File: src/rtl/counter_pkg.sv
// Shared types and helpers for the parametrised up/down counter family.
// Mode encoding, direction constants and the load clamp live here.
package counter_pkg;

    typedef enum logic [1:0] {
        UP_WRAP   = 2'b00,
        DOWN_WRAP = 2'b01,
        BOUNCE    = 2'b10,
        HOLD      = 2'b11
    } cnt_mode_t;

    localparam logic DIR_UP   = 1'b0;
    localparam logic DIR_DOWN = 1'b1;

    // Operates on a 32-bit container so any counter width up to 32 can share it.
    function automatic logic [31:0] clamp_val(
        input logic [31:0] val,
        input logic [31:0] lo,
        input logic [31:0] hi
    );
        logic [31:0] res;
        res = val;
        if (val < lo) begin
            res = lo;
        end else if (val > hi) begin
            res = hi;
        end
        return res;
    endfunction

endpackage

File: src/rtl/updown_counter_gen.sv
// Up/down counter with wrap, bounce and hold modes, enable, clamped load
// and a registered one-cycle terminal-count pulse.
module updown_counter_gen
    import counter_pkg::*;
#(
    parameter int WIDTH   = 4,
    parameter int MIN_VAL = 0,
    parameter int MAX_VAL = 15
) (
    input  logic             clk,
    input  logic             reset,
    input  logic             en,
    input  cnt_mode_t        mode,
    input  logic             load,
    input  logic [WIDTH-1:0] load_val,
    output logic [WIDTH-1:0] cont,
    output logic             dir,
    output logic             tc
);

    localparam logic [WIDTH-1:0] LO = WIDTH'(MIN_VAL);
    localparam logic [WIDTH-1:0] HI = WIDTH'(MAX_VAL);

    if (WIDTH < 1 || WIDTH > 32 || MIN_VAL < 0 || MIN_VAL >= MAX_VAL ||
        longint'(MAX_VAL) > ((longint'(1) << WIDTH) - longint'(1))) begin : g_param_check
        $error("updown_counter_gen: need 0 <= MIN_VAL < MAX_VAL <= 2**WIDTH-1, WIDTH 1..32");
    end

    logic [WIDTH-1:0] r_cont;
    logic             r_dir;
    logic             r_tc;

    logic [WIDTH-1:0] w_cont_nxt;
    logic             w_dir_nxt;
    logic             w_tc_nxt;
    logic [WIDTH-1:0] w_load_clamped;

    assign w_load_clamped = WIDTH'(clamp_val(32'(load_val), 32'(MIN_VAL), 32'(MAX_VAL)));

    // Bounds are tested before stepping, so the +1/-1 can never overflow.
    always_comb begin
        w_cont_nxt = r_cont;
        w_dir_nxt  = r_dir;
        w_tc_nxt   = 1'b0;
        if (load) begin
            w_cont_nxt = w_load_clamped;
        end else if (en) begin
            case (mode)
                UP_WRAP: begin
                    w_dir_nxt = DIR_UP;
                    if (r_cont == HI) begin
                        w_cont_nxt = LO;
                        w_tc_nxt   = 1'b1;
                    end else begin
                        w_cont_nxt = r_cont + 1'b1;
                        w_tc_nxt   = (w_cont_nxt == HI);
                    end
                end
                DOWN_WRAP: begin
                    w_dir_nxt = DIR_DOWN;
                    if (r_cont == LO) begin
                        w_cont_nxt = HI;
                        w_tc_nxt   = 1'b1;
                    end else begin
                        w_cont_nxt = r_cont - 1'b1;
                        w_tc_nxt   = (w_cont_nxt == LO);
                    end
                end
                BOUNCE: begin
                    if (r_dir == DIR_UP) begin
                        if (r_cont == HI) begin
                            w_dir_nxt  = DIR_DOWN;
                            w_cont_nxt = HI - 1'b1;
                            w_tc_nxt   = (w_cont_nxt == LO);
                        end else begin
                            w_cont_nxt = r_cont + 1'b1;
                            w_tc_nxt   = (w_cont_nxt == HI);
                        end
                    end else begin
                        if (r_cont == LO) begin
                            w_dir_nxt  = DIR_UP;
                            w_cont_nxt = LO + 1'b1;
                            w_tc_nxt   = (w_cont_nxt == HI);
                        end else begin
                            w_cont_nxt = r_cont - 1'b1;
                            w_tc_nxt   = (w_cont_nxt == LO);
                        end
                    end
                end
                default: begin
                    w_cont_nxt = r_cont;
                end
            endcase
        end
    end

    always_ff @(posedge clk) begin
        if (reset) begin
            r_cont <= LO;
            r_dir  <= DIR_UP;
            r_tc   <= 1'b0;
        end else begin
            r_cont <= w_cont_nxt;
            r_dir  <= w_dir_nxt;
            r_tc   <= w_tc_nxt;
        end
    end

    assign cont = r_cont;
    assign dir  = r_dir;
    assign tc   = r_tc;

endmodule

File: config.mk
export PLATFORM = sky130hd
export DESIGN_NAME = updown_counter_gen
export DESIGN_NICKNAME = d
export VERILOG_FILES = /design/src/rtl/counter_pkg.sv /design/src/rtl/updown_counter_gen.sv
export SDC_FILE = /design/constraint.sdc
export NUM_CORES = 1
export LEC_CHECK = 0
export ABC_CLOCK_PERIOD_IN_PS = 1730
export BUFFER_PORTS_ARGS = -buffer_cell sky130_fd_sc_hd__clkbuf_2
export CORE_AREA = 2 2 46 48
export DETAILED_ROUTE_END_ITERATION = 8
export DIE_AREA = 0 0 48 50
export HOLD_SLACK_MARGIN = 0.02
export PLACE_DENSITY = 0.72
export SLEW_MARGIN = 20
export SYNTH_ARGS = -nofsm -noshare
export SYNTH_HDL_FRONTEND = slang
export SYNTH_SLANG_ARGS = --single-unit
File: constraint.sdc
create_clock -name clk -period 1.73 [get_ports clk]
set_input_delay 0.0865 -clock clk [delete_from_list [all_inputs] [get_ports clk]]
set_output_delay 0.0865 -clock clk [all_outputs]
set_load 0.1 [all_outputs]
* Word level (Yosys, flattened, before mapping)
Index checks and enable logic that the tools add are counted.
** Word-level totals
- Flip-flop bits (word level) :: 6
- Latch bits :: 0
- Bits in writable memories :: 0
- ROM bits :: 0
- Input bits :: 10
- Output and inout bits :: 6
- Memories kept :: 0
** Cells by class
- Add/sub/neg operators :: 2
- Multipliers :: 0
- Divide/modulo/power cells :: 0
- $lt $le $gt $ge :: 0
- Equality and inequality tests :: 4
- Shift operators :: 0
- Mux-type cells :: 18
- Bitwise logic cells :: 2
- Reductions and logical operators :: 9
** Operators with widths (number)
- $mux W4 :: 7
- $pmux W4 S3 :: 1
- $eq A4 B4 Y1 const B :: 2
- $logic_not A4 Y1 :: 2
- $mux W1 :: 8
- $pmux W1 S3 :: 2
- $add A4 B1 Y4 const B :: 1
- $reduce_bool A4 Y1 :: 1
- $sub A4 B1 Y4 const B :: 1
- $reduce_and A3 Y1 :: 1
- $reduce_bool A3 Y1 :: 1
- $reduce_or A3 Y1 :: 1
- $eq A2 B1 Y1 const B :: 1
- $eq A2 B2 Y1 const B :: 1
- $logic_not A2 Y1 :: 1
- $not A1 Y1 :: 2
- $reduce_and A2 Y1 :: 1
- $reduce_bool A2 Y1 :: 1

* Logic depth before layout (Yosys ltp)
Gate-level depths: netlist (run 1).
- Depth in word-level cells :: 6
- Depth in mapped cells :: 7
- Depth with buffers taken out :: 7

* Least setup slack after synthesis (run 1)
No wires, ideal clock.
- Path type :: register to register
- Start point :: reg r_cont[0] (netlist: cont[0])
- End point :: reg r_cont[1] (netlist: cont[1])
- Library setup time :: 0.126 ns
- Data arrival time :: 2.422 ns
- Path slack :: -0.818 ns
- Stages on the path, launching flop included :: 7
- Clock period less this slack :: 2.548 ns
- Cells stage by stage :: dfxtp_1 inv_1 ha_1 or3_1 o311a_1 nor3_1 o22ai_1
** Between the ends
- Word-level cells in the longest chain between the ends :: 6
** Ends and longest elaborated chain
- start: declaration :: RTL line updown_counter_gen.sv:29 : logic [WIDTH-1:0] r_cont;
- start signal: assignment :: RTL line updown_counter_gen.sv:103 : r_cont <= w_cont_nxt;
- $add A4 B1 Y4 (tied with other cells) :: RTL line updown_counter_gen.sv:55, updown_counter_gen.sv:76
- $mux W4, on equally long branches :: RTL line updown_counter_gen.sv:71, updown_counter_gen.sv:80
- $mux W4 :: RTL line updown_counter_gen.sv:70 : if (r_dir == DIR_UP) begin
- $pmux W4 S3 * :: RTL line updown_counter_gen.sv:48 : case (mode)
- $mux W4 * :: RTL line updown_counter_gen.sv:47 : end else if (en) begin
- $mux W4 * :: RTL line updown_counter_gen.sv:45 : if (load) begin
Every way passes the cells marked *; elsewhere a longest branch is shown, timed or not. The select of a mux whose other input is x is not followed.
A chain may end at the register's enable or synchronous reset.

* Worst setup path in the final report (run 1)
Same ends and word-level chain as after synthesis.

==> summary by stage, run 1 <==
Outcome
The flow ran to the end, and the final reports show no timing, DRC or antenna violations.

Timing
In the post-route analysis, the smallest setup slack over all paths is 0.05788 ns. For the final routed database, the setup TNS stands at 0 ns. The number of endpoints with negative hold slack in the final report was 0.

Setup violations remaining at the end of the flow were counted as 0. The worst max-slew margin expressed relative to the limit is 64.16%. The final clock period utilization by the worst path is 96.65%.

For this run, the top clock speed supported by timing is 598.0 MHz. The final number of max-transition violations came to 0. Across all hold checks on the routed design, the worst slack comes to 0.09224 ns.

The clock period minus final worst setup slack is 1.672 ns. The worst clock skew on the final layout is 0.01469 ns. At the pin with the least slew margin, the transition time is 0.5400 ns.

Worst hold path
Along the worst hold path, the cell count comes to 3. The class of the tightest hold or removal check is primary input to flop. The hold path startpoint is load_val[2].

Clock tree
The root buffer cell chosen for the clock tree is sky130_fd_sc_hd__clkbuf_4. At the later pin of the worst-skew pair, clock insertion delay measures 0.27 ns. For this design, the sink count on the clock tree is 6. The post-CTS clock slew at the launch and capture registers of the worst setup and hold paths is 0.06 ns. The number of clock buffers added by TritonCTS is 3.

CTS built an H-tree with a depth of 1. TritonCTS built the clock tree. The number of buffers between clock root and the deepest sink is 2. The count of hold buffers inserted by post-cts repair is 0.

Die
Once the floorplan was initialized, standard cells occupied 45.59% of the core. In this run the vertical extent of the chip is 50 um. The core area is 1902 um2. The floorplan row count is 16. The die covers 2400 um2.

The floorplan step set the die width to 48 um. 16 I/O pins were placed.

GRT
Summed over all layers, the global routing overflow is 0. The first global-routing pass estimated 4153 um of wire. The total global routing track utilization is 24.29%.

Global routing used 36.00% of the available met2 tracks. The pin count of the biggest net entering global routing is 22. The met3 track demand over resource in global routing is 5.495%. The number of global-route vias before repair was 848.

The number of antenna violations at the first check in global routing was 0. The met1 usage is 33.92%. The global routing stage identified its most utilized layer as met2.

Synthesis
Averaged over all synthesized cells, the footprint is 7.475 um2. Summing the sequential cell areas from Yosys gives 13.85% of the chip area. The flip-flop and latch count after synthesis is 6. The netlist uses 49 different library cells. The count of yosys warnings during synthesis is 0. The dominant register cell in the synthesized netlist is sky130_fd_sc_hd__dfxtp_1. In this run, synthesis inferred 0 flip-flops with an integrated enable.

The net count of the mapped netlist is 135. The cell area after technology mapping is 867.1 um2. Counting flops with an async set or reset pin after synthesis yields a share of 0%. The cell count after synthesis is 116.

Place
The routability congestion estimate is 0.9995. Detailed placement ended at an HPWL of 1860 um. The number of placed instances, taps included, is 155.

OpenSTA, run right after detailed placement, puts the worst setup slack at 0.06371 ns. The quantity of I/O buffers inserted on ports is 15.

Drt
After detailed routing, the total wire length is 2639 um. The via count of the routed design is 1044. In the routed layout, each cell is associated on average with a via count of 6.444. In the routed design, unresolved DRC markers number 0. The remaining number of nets flagged by the antenna check after routing is 0.

The length of the first detailed-routing pass in iterations is 4. The average detailed-routed wire length per instance is 16.29 um. In this run, the number of DRC markers left after iteration 0 of detailed routing was 54.

Layout
Summing all multi-input logic gate instances after layout gives 698.2 um2. The finished layout holds 162 standard cells, fillers aside. In the final layout, flip-flops and latches occupy 133.9 um2. The fraction of layout instances using a drive strength above 1 is 32.59%. 0 antenna diodes ended up in the layout. The area added between synthesis and finish is 21.64%. The final-layout fill cell count is 191. The net count reported at finish is 155.

For this run, the share of the core covered by cells in the final layout is 55.46%.

Setup path
The nature of the critical path startpoint is a flop. The timing startpoint of the critical path is cont[0]. STA puts the critical path data required time at 1.90 ns. STA classifies the critical path endpoint as a flop. The critical path is of the flop to flop type. The worst flop-to-flop path startpoint is cont[0]. The length in cells of the worst reg-to-reg path is 7. The maximum net fanout on the critical path is 9. The data arrival time of the worst path is 1.84 ns.

Power
The areal power density over the cells is 616.0 nW/um2. The analysis attributes to cell leakage a power of 0.4170 nW. The worst-case IR drop observed on VDD is 0.4617 mV.

Run
The number of max-cap violations is 0.
## timing repair
action | in CTS | in global routing
gates resized for setup | 0 | 4
setup buffers | 0 | 3
setup endpoints to repair | 0 | 3
## logic make-up after synthesis
family	synth area share, %
flip-flops	13.85
AO/OA/AOI/OAI	34.35
AND/OR/NAND/NOR	28.28
adder cells (fa/ha/maj)	12.99
multiplexers	1.154
buffers and inverters	8.368
XOR/XNOR	1.010
## power breakdown
group,internal [mW],switching [mW],total (mW)
clock network,0.0883,0.0658,0.154
registers,0.148,0.0330,0.181
logic,0.117,0.198,0.315
total,0.353,0.296,0.650
## final cells by class
| type | instances | share of cell area [%] |
|---|---|---|
| inverters | 8 | 3.321 |
| repair buffers | 22 | 12.10 |
| well taps | 27 | 3.203 |
| clock buffers | 4 | 2.491 |
| flip-flops and latches | 6 | 12.69 |
| multi-input cells | 95 | 66.19 |
## cell usage after synthesis, types with 3 or more instances
| library cell | count | area (um2) |
|---|---|---|
| sky130_fd_sc_hd__nor2b_1 | 5 | 31.28 |
| sky130_fd_sc_hd__nand2_1 | 6 | 22.52 |
| sky130_fd_sc_hd__a211oi_1 | 4 | 30.03 |
| sky130_fd_sc_hd__dfxtp_1 | 6 | 120.1 |
| sky130_fd_sc_hd__a31oi_1 | 3 | 18.77 |
| sky130_fd_sc_hd__inv_1 | 8 | 30.03 |
| sky130_fd_sc_hd__a21oi_1 | 11 | 55.05 |
| sky130_fd_sc_hd__ha_1 | 9 | 112.6 |
| sky130_fd_sc_hd__nor3_1 | 10 | 50.05 |
| sky130_fd_sc_hd__o22ai_1 | 5 | 31.28 |
| sky130_fd_sc_hd__nor2_1 | 3 | 11.26 |
| sky130_fd_sc_hd__buf_2 | 3 | 15.01 |
| sky130_fd_sc_hd__nand3b_1 | 3 | 22.52 |
## through the flow
step | cell area (um2) | power (mW)
after floorplan | 898.4 | 0.4098
after global placement | 994.7 | 0.4737
after detailed placement | 994.7 | 0.4775
after CTS | 1021 | 0.6279
after global routing | 1055 | 0.6831
final | 1055 | 0.6498
## worst paths after layout
check        endpoint  slack (ns)
min           cont[2]        0.09
max reg2reg   cont[1]        0.06
min reg2reg   cont[1]        0.71
max           cont[1]        0.06
## registers in the layout (all words and copies together), names as in the netlist
signal and cells:
cont 4, dir 1, tc 1
## cells in the final DEF (no fill, tap or decap), drive strengths merged, types with 2 or more instances in the layout
master  synthesis  layout
clkbuf          2      19
a21oi          12      12
nor3           11      11
ha              9       9
inv             8       8
buf             5       7
nand2           7       7
dfxtp           6       6
o22ai           5       5
nor2b           5       5
o21ai           5       5
a211oi          4       4
nor2            3       3
a31oi           3       3
nand3b          3       3
nand3           2       2
nor3b           2       2
nand2b          2       2
or2             2       2
## worst max-delay path, stage by stage (launching register included)
cell and delay [ns]:
sky130_fd_sc_hd__dfxtp_4 0.40, sky130_fd_sc_hd__inv_4 0.06, sky130_fd_sc_hd__ha_4 0.18, sky130_fd_sc_hd__and2b_4 0.18, sky130_fd_sc_hd__a31oi_1 0.29, sky130_fd_sc_hd__o311a_1 0.24
sky130_fd_sc_hd__nor3_2 0.05, sky130_fd_sc_hd__o22ai_1 0.15
## routing by layer
metal	up-vias	routed length (um)
met1	472	1003
met3	15	358
met5	-	0
met4	0	87
li1	475	-
met2	82	1190
Power figures use the tool's default switching activity.
==> run 2: changes to the inputs <==
--- a/config.mk
+++ b/config.mk
@@ -7,11 +7,11 @@
 export LEC_CHECK = 0
 export ABC_CLOCK_PERIOD_IN_PS = 1730
 export BUFFER_PORTS_ARGS = -buffer_cell sky130_fd_sc_hd__clkbuf_2
-export CORE_AREA = 2 2 46 48
+export CORE_AREA = 2 2 52 42
 export DETAILED_ROUTE_END_ITERATION = 8
-export DIE_AREA = 0 0 48 50
+export DIE_AREA = 0 0 54 44
 export HOLD_SLACK_MARGIN = 0.02
-export PLACE_DENSITY = 0.72
+export PLACE_DENSITY = 0.74
 export SLEW_MARGIN = 20
 export SYNTH_ARGS = -nofsm -noshare
 export SYNTH_HDL_FRONTEND = slang
==> run 2 against run 1 <==
  * Sequential share of layout area shrank 0.44 points
  * Cell count rose by 1.9%
  * Clock skew grew 0.0068 ns
  * Power is 2.0% higher
  * Flip-flop and latch count is the same
  * Combinational power up 9.2%
  * Via count is the same
  * Maximum frequency about the same
  * Global-route usage fell by 0.69 points
==> summary by stage, run 2 (synthesis gave the netlist of run 1 again) <==
Layout
The area added between synthesis and finish was 25.97% (was 21.64%). Commonest cells after routing, fill and taps aside: sky130_fd_sc_hd__clkbuf_2, sky130_fd_sc_hd__buf_4, sky130_fd_sc_hd__a21oi_1, sky130_fd_sc_hd__nor3_1, sky130_fd_sc_hd__ha_1 (was sky130_fd_sc_hd__clkbuf_2, sky130_fd_sc_hd__a21oi_1, sky130_fd_sc_hd__nor3_1, sky130_fd_sc_hd__buf_4). The fraction of layout instances using a drive strength above 1 is 34.75% (was 32.59%). The final-layout fill cell count is 164 (was 191). The final instance count without filler cells is 165 (was 162). The number of antenna repair diodes is 0 (unchanged). The area occupied by multi-input gates was 694.4 um2 (was 698.2 um2).

The net count reported at finish came to 161 (was 155). The final design instance area without fill is 1092 um2 (was 1055 um2). The register area is 133.9 um2 (unchanged). The flip-flop count of the largest register, all copies and words added came to 4 (unchanged). The commonest non-fill, non-tap cell in the layout is sky130_fd_sc_hd__clkbuf_2 (unchanged).

Timing
The worst-case hold slack was 0.06684 ns (was 0.09224 ns). Setup repair after global routing left no endpoint under its margin. The number of setup violations in the final report is 0 (unchanged). The highest clock rate is 598.2 MHz (was 598.0 MHz).

The worst max-slew margin expressed relative to the limit is 63.71% (was 64.16%). The worst-margin pin slew was 0.5467 ns (was 0.5400 ns). The number of endpoints with negative hold slack in the final report came to 0 (unchanged). The final clock period utilization by the worst path is 96.63% (was 96.65%). The clock period minus final worst setup slack is 1.672 ns (about the same). The worst clock skew on the final layout came to 0.02151 ns (was 0.01469 ns). The final number of max-transition violations came to 0 (unchanged). The setup TNS was 0 ns (unchanged).

Run
The number of max-cap violations is 0 (unchanged).

GRT
The global-route wire length before repair is 4264 um (was 4153 um). The total global routing track utilization is 23.60% (was 24.29%). The pin count of the biggest net entering global routing is 16 (was 22). The number of antenna violations at the first check in global routing is 0 (unchanged).

The total grt overflow is 0 (unchanged). The number of global-route vias before repair is 955 (was 848).

Clock tree
The worst-skew pair later-pin latency is 0.26 ns (was 0.27 ns). The count of hold buffers inserted by post-cts repair is 0 (unchanged). The clock sink count was 6 (unchanged). The post-CTS clock slew at the launch and capture registers of the worst setup and hold paths is 0.07 ns (was 0.06 ns).

The CTS tree is built (unchanged). The cell chosen for the clock root is sky130_fd_sc_hd__clkbuf_4 (unchanged). The total number of H-tree levels is 1 (unchanged). The TritonCTS buffer count is 3 (unchanged). The number of buffers between clock root and the deepest sink is 2 (unchanged).

Power
The worst IR drop on VDD came to 0.4240 mV (was 0.4617 mV). The static leakage is 0.4478 nW (was 0.4170 nW). The relative contribution of sequential cells to total power is 25.3% (was 27.9%). The total power consumption of the routed design is 662.7 uW (was 649.8 uW). The areal power density over the cells is 606.7 nW/um2 (was 616.0 nW/um2). The cell internal power dissipation is 365.8 uW (was 353.4 uW).

The part of the power in combinational logic came to 51.9% (was 48.4%). The switching power total came to 296.9 uW (was 296.4 uW). The switching part of the total is 44.80% (was 45.61%). The share of power burned in the clock network is 22.9% (was 23.7%).

Die
The core area was 1892 um2 (was 1902 um2). The total die area came to 2376 um2 (was 2400 um2). The die height was 44 um (was 50 um). The floorplan row count is 14 (was 16). The effective utilization at floorplan was 45.83% (was 45.59%). The I/O pin count was 16 (unchanged). The floorplan die width came to 54 um (was 48 um).

Drt
The total length of routed wires is 2610 um (was 2639 um). The average detailed-routed wire length per instance is 15.82 um (was 16.29 um). The remaining number of nets flagged by the antenna check after routing is 0 (unchanged). The per-cell via count in the routed design is 6.327 (was 6.444). The length of the first detailed-routing pass in iterations is 5 (was 4). The count of unresolved DRC violations after routing is 0 (unchanged). The number of DRC violations after detailed-routing iteration 0 is 116 (was 54). The via count of the routed design is 1044 (unchanged).

Worst hold path
The class of the tightest hold or removal check is primary input to flop (unchanged).

Setup path
The type of the worst setup path is flop to flop (unchanged). The data arrival time of the worst path came to 1.81 ns (was 1.84 ns). The nature of the critical path startpoint is a flop (unchanged). The maximum net fanout on the critical path is 6 (was 9). The category of the worst setup path capture point is a flop (unchanged). The required time at the worst-slack endpoint is 1.87 ns (was 1.90 ns).

Place
The routability congestion estimate is 0.9094 (was 0.9995). The half-perimeter wire length after placement is 1982 um (was 1860 um). The quantity of I/O buffers inserted on ports is 15 (unchanged). The number of placed instances with taps included is 161 (was 155).

The cell area after placement was 1059 um2 (was 994.7 um2).

Outcome
Result of the run: finished, final reports clean (unchanged).
## run 2: worst max-delay path: stages (launching register included)
cell and delay (ns):
sky130_fd_sc_hd__dfxtp_4 0.39, sky130_fd_sc_hd__inv_4 0.06, sky130_fd_sc_hd__ha_4 0.15, sky130_fd_sc_hd__and2b_4 0.17
sky130_fd_sc_hd__buf_4 0.14, sky130_fd_sc_hd__a31oi_1 0.23, sky130_fd_sc_hd__o311ai_1 0.14, sky130_fd_sc_hd__a211oi_1 0.27
## run 2: worst paths after layout
kind          startpoint      end  slack (ns)  cells after the start
max reg2reg      cont[0]  cont[3]        0.06                      7
min          load_val[1]  cont[1]        0.07                      3
min reg2reg      cont[1]  cont[1]        0.66                      3
max              cont[0]  cont[3]        0.06                      7
## run 2: metrics by stage
stage          util, %  worst slack (ns)
6_report         57.74           0.05837
5_1_grt          57.74           0.01424
4_1_cts          57.47           0.06726
2_1_floorplan        -          -0.01277
3_5_place_dp     55.95           0.02110
3_3_place_gp     55.95           0.07083
## run 2: power by group through the flow
stage	clock [mW]	sequential (mW)	combinational, mW
floorplan	0	0.226	0.183
global placement	0	0.170	0.331
detailed placement	0	0.170	0.332
CTS	0.153	0.168	0.334
global route	0.159	0.170	0.367
finish	0.151	0.167	0.344
## run 2: per-layer routing
layer  track usage, %  vias up  share of wire, %
li1                 -      493                 -
met1            34.65      444                41
met2            32.93       95                42
met3            6.897       12                14
met4            7.000        0               2.0
met5                0        -                 0
## run 2: layout make-up
cell class	count	area share (%)
Multi-Input combinational cell	95	63.57
Timing Repair Buffer	28	15.81
Sequential cell	6	12.26
Inverter	8	3.207
Tap cell	24	2.749
Clock buffer	4	2.405
## run 2: what timing repair did
item | CTS | global route
pin swaps | 0 | 0
setup endpoints to repair | 1 | 1
resized for setup | 1 | 1
setup buffers | 0 | 0
endpoints found under the hold margin | 0 | 0
==> run 3: changes to the inputs <==
--- a/config.mk
+++ b/config.mk
@@ -5,13 +5,14 @@
 export SDC_FILE = /design/constraint.sdc
 export NUM_CORES = 1
 export LEC_CHECK = 0
-export ABC_CLOCK_PERIOD_IN_PS = 1730
+export ABC_CLOCK_PERIOD_IN_PS = 2000
 export BUFFER_PORTS_ARGS = -buffer_cell sky130_fd_sc_hd__clkbuf_2
-export CORE_AREA = 2 2 52 42
+export CAP_MARGIN = 20
+export CORE_AREA = 2 2 43 45
 export DETAILED_ROUTE_END_ITERATION = 8
-export DIE_AREA = 0 0 54 44
+export DIE_AREA = 0 0 45 47
 export HOLD_SLACK_MARGIN = 0.02
-export PLACE_DENSITY = 0.74
+export PLACE_DENSITY = 0.78
 export SLEW_MARGIN = 20
 export SYNTH_ARGS = -nofsm -noshare
 export SYNTH_HDL_FRONTEND = slang
==> constraint.sdc (replaced) <==
create_clock -name clk -period 2 [get_ports clk]
set_input_delay 0.1 -clock clk [delete_from_list [all_inputs] [get_ports clk]]
set_output_delay 0.1 -clock clk [all_outputs]
set_load 0.1 [all_outputs]
==> run 3 against run 2 <==
  * First-iteration DRC count down 37%
  * Utilization rose by 1.7 points
  * Die area is 11% lower
  * Non-clock buffer count is 10 lower
  * Wire length decreased by 2.6%
  * Power decreased by 19%
  * Critical path type unchanged
  * Critical endpoint is now cont[2]
==> summary by stage, run 3 (synthesis gave the netlist of run 1 again) <==
GRT
The total grt overflow is 0 (unchanged). The global-route wire length before repair is 3974 um (was 4264 um). The number of global-route vias before repair was 879 (was 955). The number of antenna violations at the first check in global routing came to 0 (unchanged).

The total global routing track utilization is 25.96% (was 23.60%). The pin count of the biggest net entering global routing is 22 (was 16).

Die
The die height came to 47 um (was 44 um). The I/O pin count is 16 (unchanged). The core area is 1652 um2 (was 1892 um2). The total die area is 2115 um2 (was 2376 um2). The floorplan row count is 15 (was 14). The effective utilization at floorplan is 52.50% (was 45.83%).

The floorplan die width is 45 um (was 54 um).

Drt
The length of the first detailed-routing pass in iterations came to 7 (was 5). The remaining number of nets flagged by the antenna check after routing came to 0 (unchanged). The total length of routed wires is 2541 um (was 2610 um). The average detailed-routed wire length per instance is 17.17 um (was 15.82 um).

The per-cell via count in the routed design came to 6.885 (was 6.327). The number of DRC violations after detailed-routing iteration 0 is 73 (was 116). The via count of the routed design is 1019 (was 1044). The count of unresolved DRC violations after routing is 0 (unchanged).

Clock tree
The count of instances resized after the clock tree is built is 0 (was 1). The cell chosen for the clock root was sky130_fd_sc_hd__clkbuf_4 (unchanged). The number of buffers between clock root and the deepest sink is 2 (unchanged).

The total number of H-tree levels is 1 (unchanged). The number of buffers inserted by post-CTS setup repair is 0 (unchanged). The clock sink count is 6 (unchanged). The count of hold buffers inserted by post-cts repair is 0 (unchanged). The CTS tree was built (unchanged).

The TritonCTS buffer count is 3 (unchanged). The post-CTS clock slew at the launch and capture registers of the worst setup and hold paths is 0.05 ns (was 0.07 ns). The worst-skew pair later-pin latency came to 0.26 ns (about the same).

Setup path
The data arrival time of the worst path is 2.00 ns (was 1.81 ns). The worst path buffer plus inverter count is 1 (was 2). The maximum net fanout on the critical path was 11 (was 6).

The type of the worst setup path is flop to flop (unchanged). The required time at the worst-slack endpoint is 2.18 ns (was 1.87 ns). The category of the worst setup path capture point is a flop (unchanged). The kind of cell with the highest combined delay on the critical path is compound AO/OA/AOI/OAI gates (unchanged). The worst-path cell with the longest stage delay is sky130_fd_sc_hd__dfxtp_4 (unchanged). List of cells traversed by the critical path: inv_1 -> ha_1 -> nand2_1 -> a31oi_1 -> a2111oi_0 -> a211oi_1 -> nor3_1 (was inv_4 -> ha_4 -> and2b_4 -> buf_4 -> a31oi_1 -> o311ai_1 -> a211oi_1). The nature of the critical path startpoint was a flop (unchanged).

The largest incremental delay on the critical path is 0.41 ns (was 0.39 ns).

Layout
The number of antenna repair diodes is 0 (unchanged). The fraction of layout instances using a drive strength above 1 is 25.95% (was 34.75%). The final design instance area without fill is 980.9 um2 (was 1092 um2). The final-layout fill cell count came to 153 (was 164).

The area added between synthesis and finish is 13.13% (was 25.97%). Commonest cells after routing, fill and taps aside: sky130_fd_sc_hd__clkbuf_2, sky130_fd_sc_hd__a21oi_1, sky130_fd_sc_hd__nor3_1, sky130_fd_sc_hd__ha_1, sky130_fd_sc_hd__inv_1 (was sky130_fd_sc_hd__clkbuf_2, sky130_fd_sc_hd__buf_4, sky130_fd_sc_hd__a21oi_1, sky130_fd_sc_hd__nor3_1, sky130_fd_sc_hd__ha_1). The net count reported at finish is 151 (was 161).

The flip-flop count of the largest register, all copies and words added was 4 (unchanged). The commonest non-fill, non-tap cell in the layout is sky130_fd_sc_hd__clkbuf_2 (unchanged).

Power
The cell internal power dissipation is 291.4 uW (was 365.8 uW). The static leakage came to 0.3968 nW (was 0.4478 nW). The share of power burned in the clock network is 24.7% (was 22.9%). The switching power total is 247.7 uW (was 296.9 uW).

The switching part of the total is 45.95% (was 44.80%). The areal power density over the cells is 549.6 nW/um2 (was 606.7 nW/um2). The relative contribution of sequential cells to total power came to 29.1% (was 25.3%). The part of the power in combinational logic is 46.2% (was 51.9%). The worst IR drop on VDD came to 0.3956 mV (was 0.4240 mV).

Run
The number of max-cap violations came to 0 (unchanged).

Timing
The number of endpoints with negative hold slack in the final report is 0 (unchanged). The setup TNS is 0 ns (unchanged). The worst-case hold slack is 0.07708 ns (was 0.06684 ns). The number of setup violations in the final report is 0 (unchanged). The worst max-slew margin expressed relative to the limit is 63.62% (was 63.71%).

The highest clock rate is 550.9 MHz (was 598.2 MHz). The clock period minus final worst setup slack is 1.815 ns (was 1.672 ns). The worst-margin pin slew was 0.5480 ns (was 0.5467 ns). RSZ-0062 raised after global routing: no (unchanged). The final number of max-transition violations is 0 (unchanged).

The worst clock skew on the final layout is 0.008593 ns (was 0.02151 ns). The final clock period utilization by the worst path was 90.76% (was 96.63%).

Place
The half-perimeter wire length after placement came to 1874 um (was 1982 um). The cell area after placement came to 954.7 um2 (was 1059 um2). The quantity of I/O buffers inserted on ports is 15 (unchanged). The routability congestion estimate is 0.9170 (was 0.9094).

Outcome
Result of the run: finished, final reports clean (unchanged).

Worst hold path
The class of the tightest hold or removal check was primary input to flop (unchanged).
run 3: cell count changes in the layout (fill, tap and decap cells not counted), moves of 2 or more:
cell                    before  now
sky130_fd_sc_hd__buf_4      13    3
sky130_fd_sc_hd__inv_4       2    0
sky130_fd_sc_hd__inv_1       6    8
sky130_fd_sc_hd__ha_1        7    9
run 3: power groups by stage:
| stage | sequential [mW] | combinational (mW) | clock, mW |
|---|---|---|---|
| 3_3_place_gp | 0.156 | 0.242 | 0 |
| 4_1_cts | 0.155 | 0.245 | 0.129 |
| 3_5_place_dp | 0.158 | 0.244 | 0 |
| 5_1_grt | 0.159 | 0.266 | 0.138 |
| 6_report | 0.157 | 0.249 | 0.133 |
| 2_1_floorplan | 0.194 | 0.152 | 0 |
run 3: routing by layer:
| layer | vias to the layer above | global-route usage (%) | wire length [um] |
|---|---|---|---|
| met5 | - | 0 | 0 |
| met4 | 0 | 14.12 | 78 |
| met3 | 15 | 6.538 | 273 |
| met2 | 93 | 40.86 | 1208 |
| met1 | 443 | 32.57 | 981 |
| li1 | 468 | - | - |
run 3: path summary, 6_finish.rpt:
check / slack, ns / from / endpoint / cells after the start
worst max-delay path: 0.18 / cont[0] / cont[2] / 7
worst min-delay path: 0.08 / load_val[1] / cont[1] / 3
worst max register to register: 0.18 / cont[0] / cont[2] / 7
worst min register to register: 0.72 / cont[0] / cont[0] / 2
run 3: final cells by class:
type | count | area [um2] | share of cell area, %
clock buffer | 4 | 26.28 | 2.679
sequential | 6 | 131.4 | 13.39
tap | 17 | 21.27 | 2.168
multi-input combinational | 95 | 674.4 | 68.75
inverter | 8 | 30.03 | 3.061
timing repair buffer | 18 | 97.59 | 9.949
run 3: tightest hold or removal path, cell delays in order:
cell	delay (ns)
sky130_fd_sc_hd__clkbuf_2	0.08
sky130_fd_sc_hd__nand2_1	0.06
sky130_fd_sc_hd__o22ai_1	0.07
run 3: stage by stage:
step                power [mW]  setup slack (ns)  cells  utilization [%]
global placement        0.3983            0.2717    144            57.80
CTS                     0.5293            0.1944    148            59.39
detailed placement      0.4017            0.2380    144            57.80
finish                  0.5391            0.1847    148            59.39
floorplan               0.3469            0.1125    116                -
global route            0.5637          0.007360    148            59.39
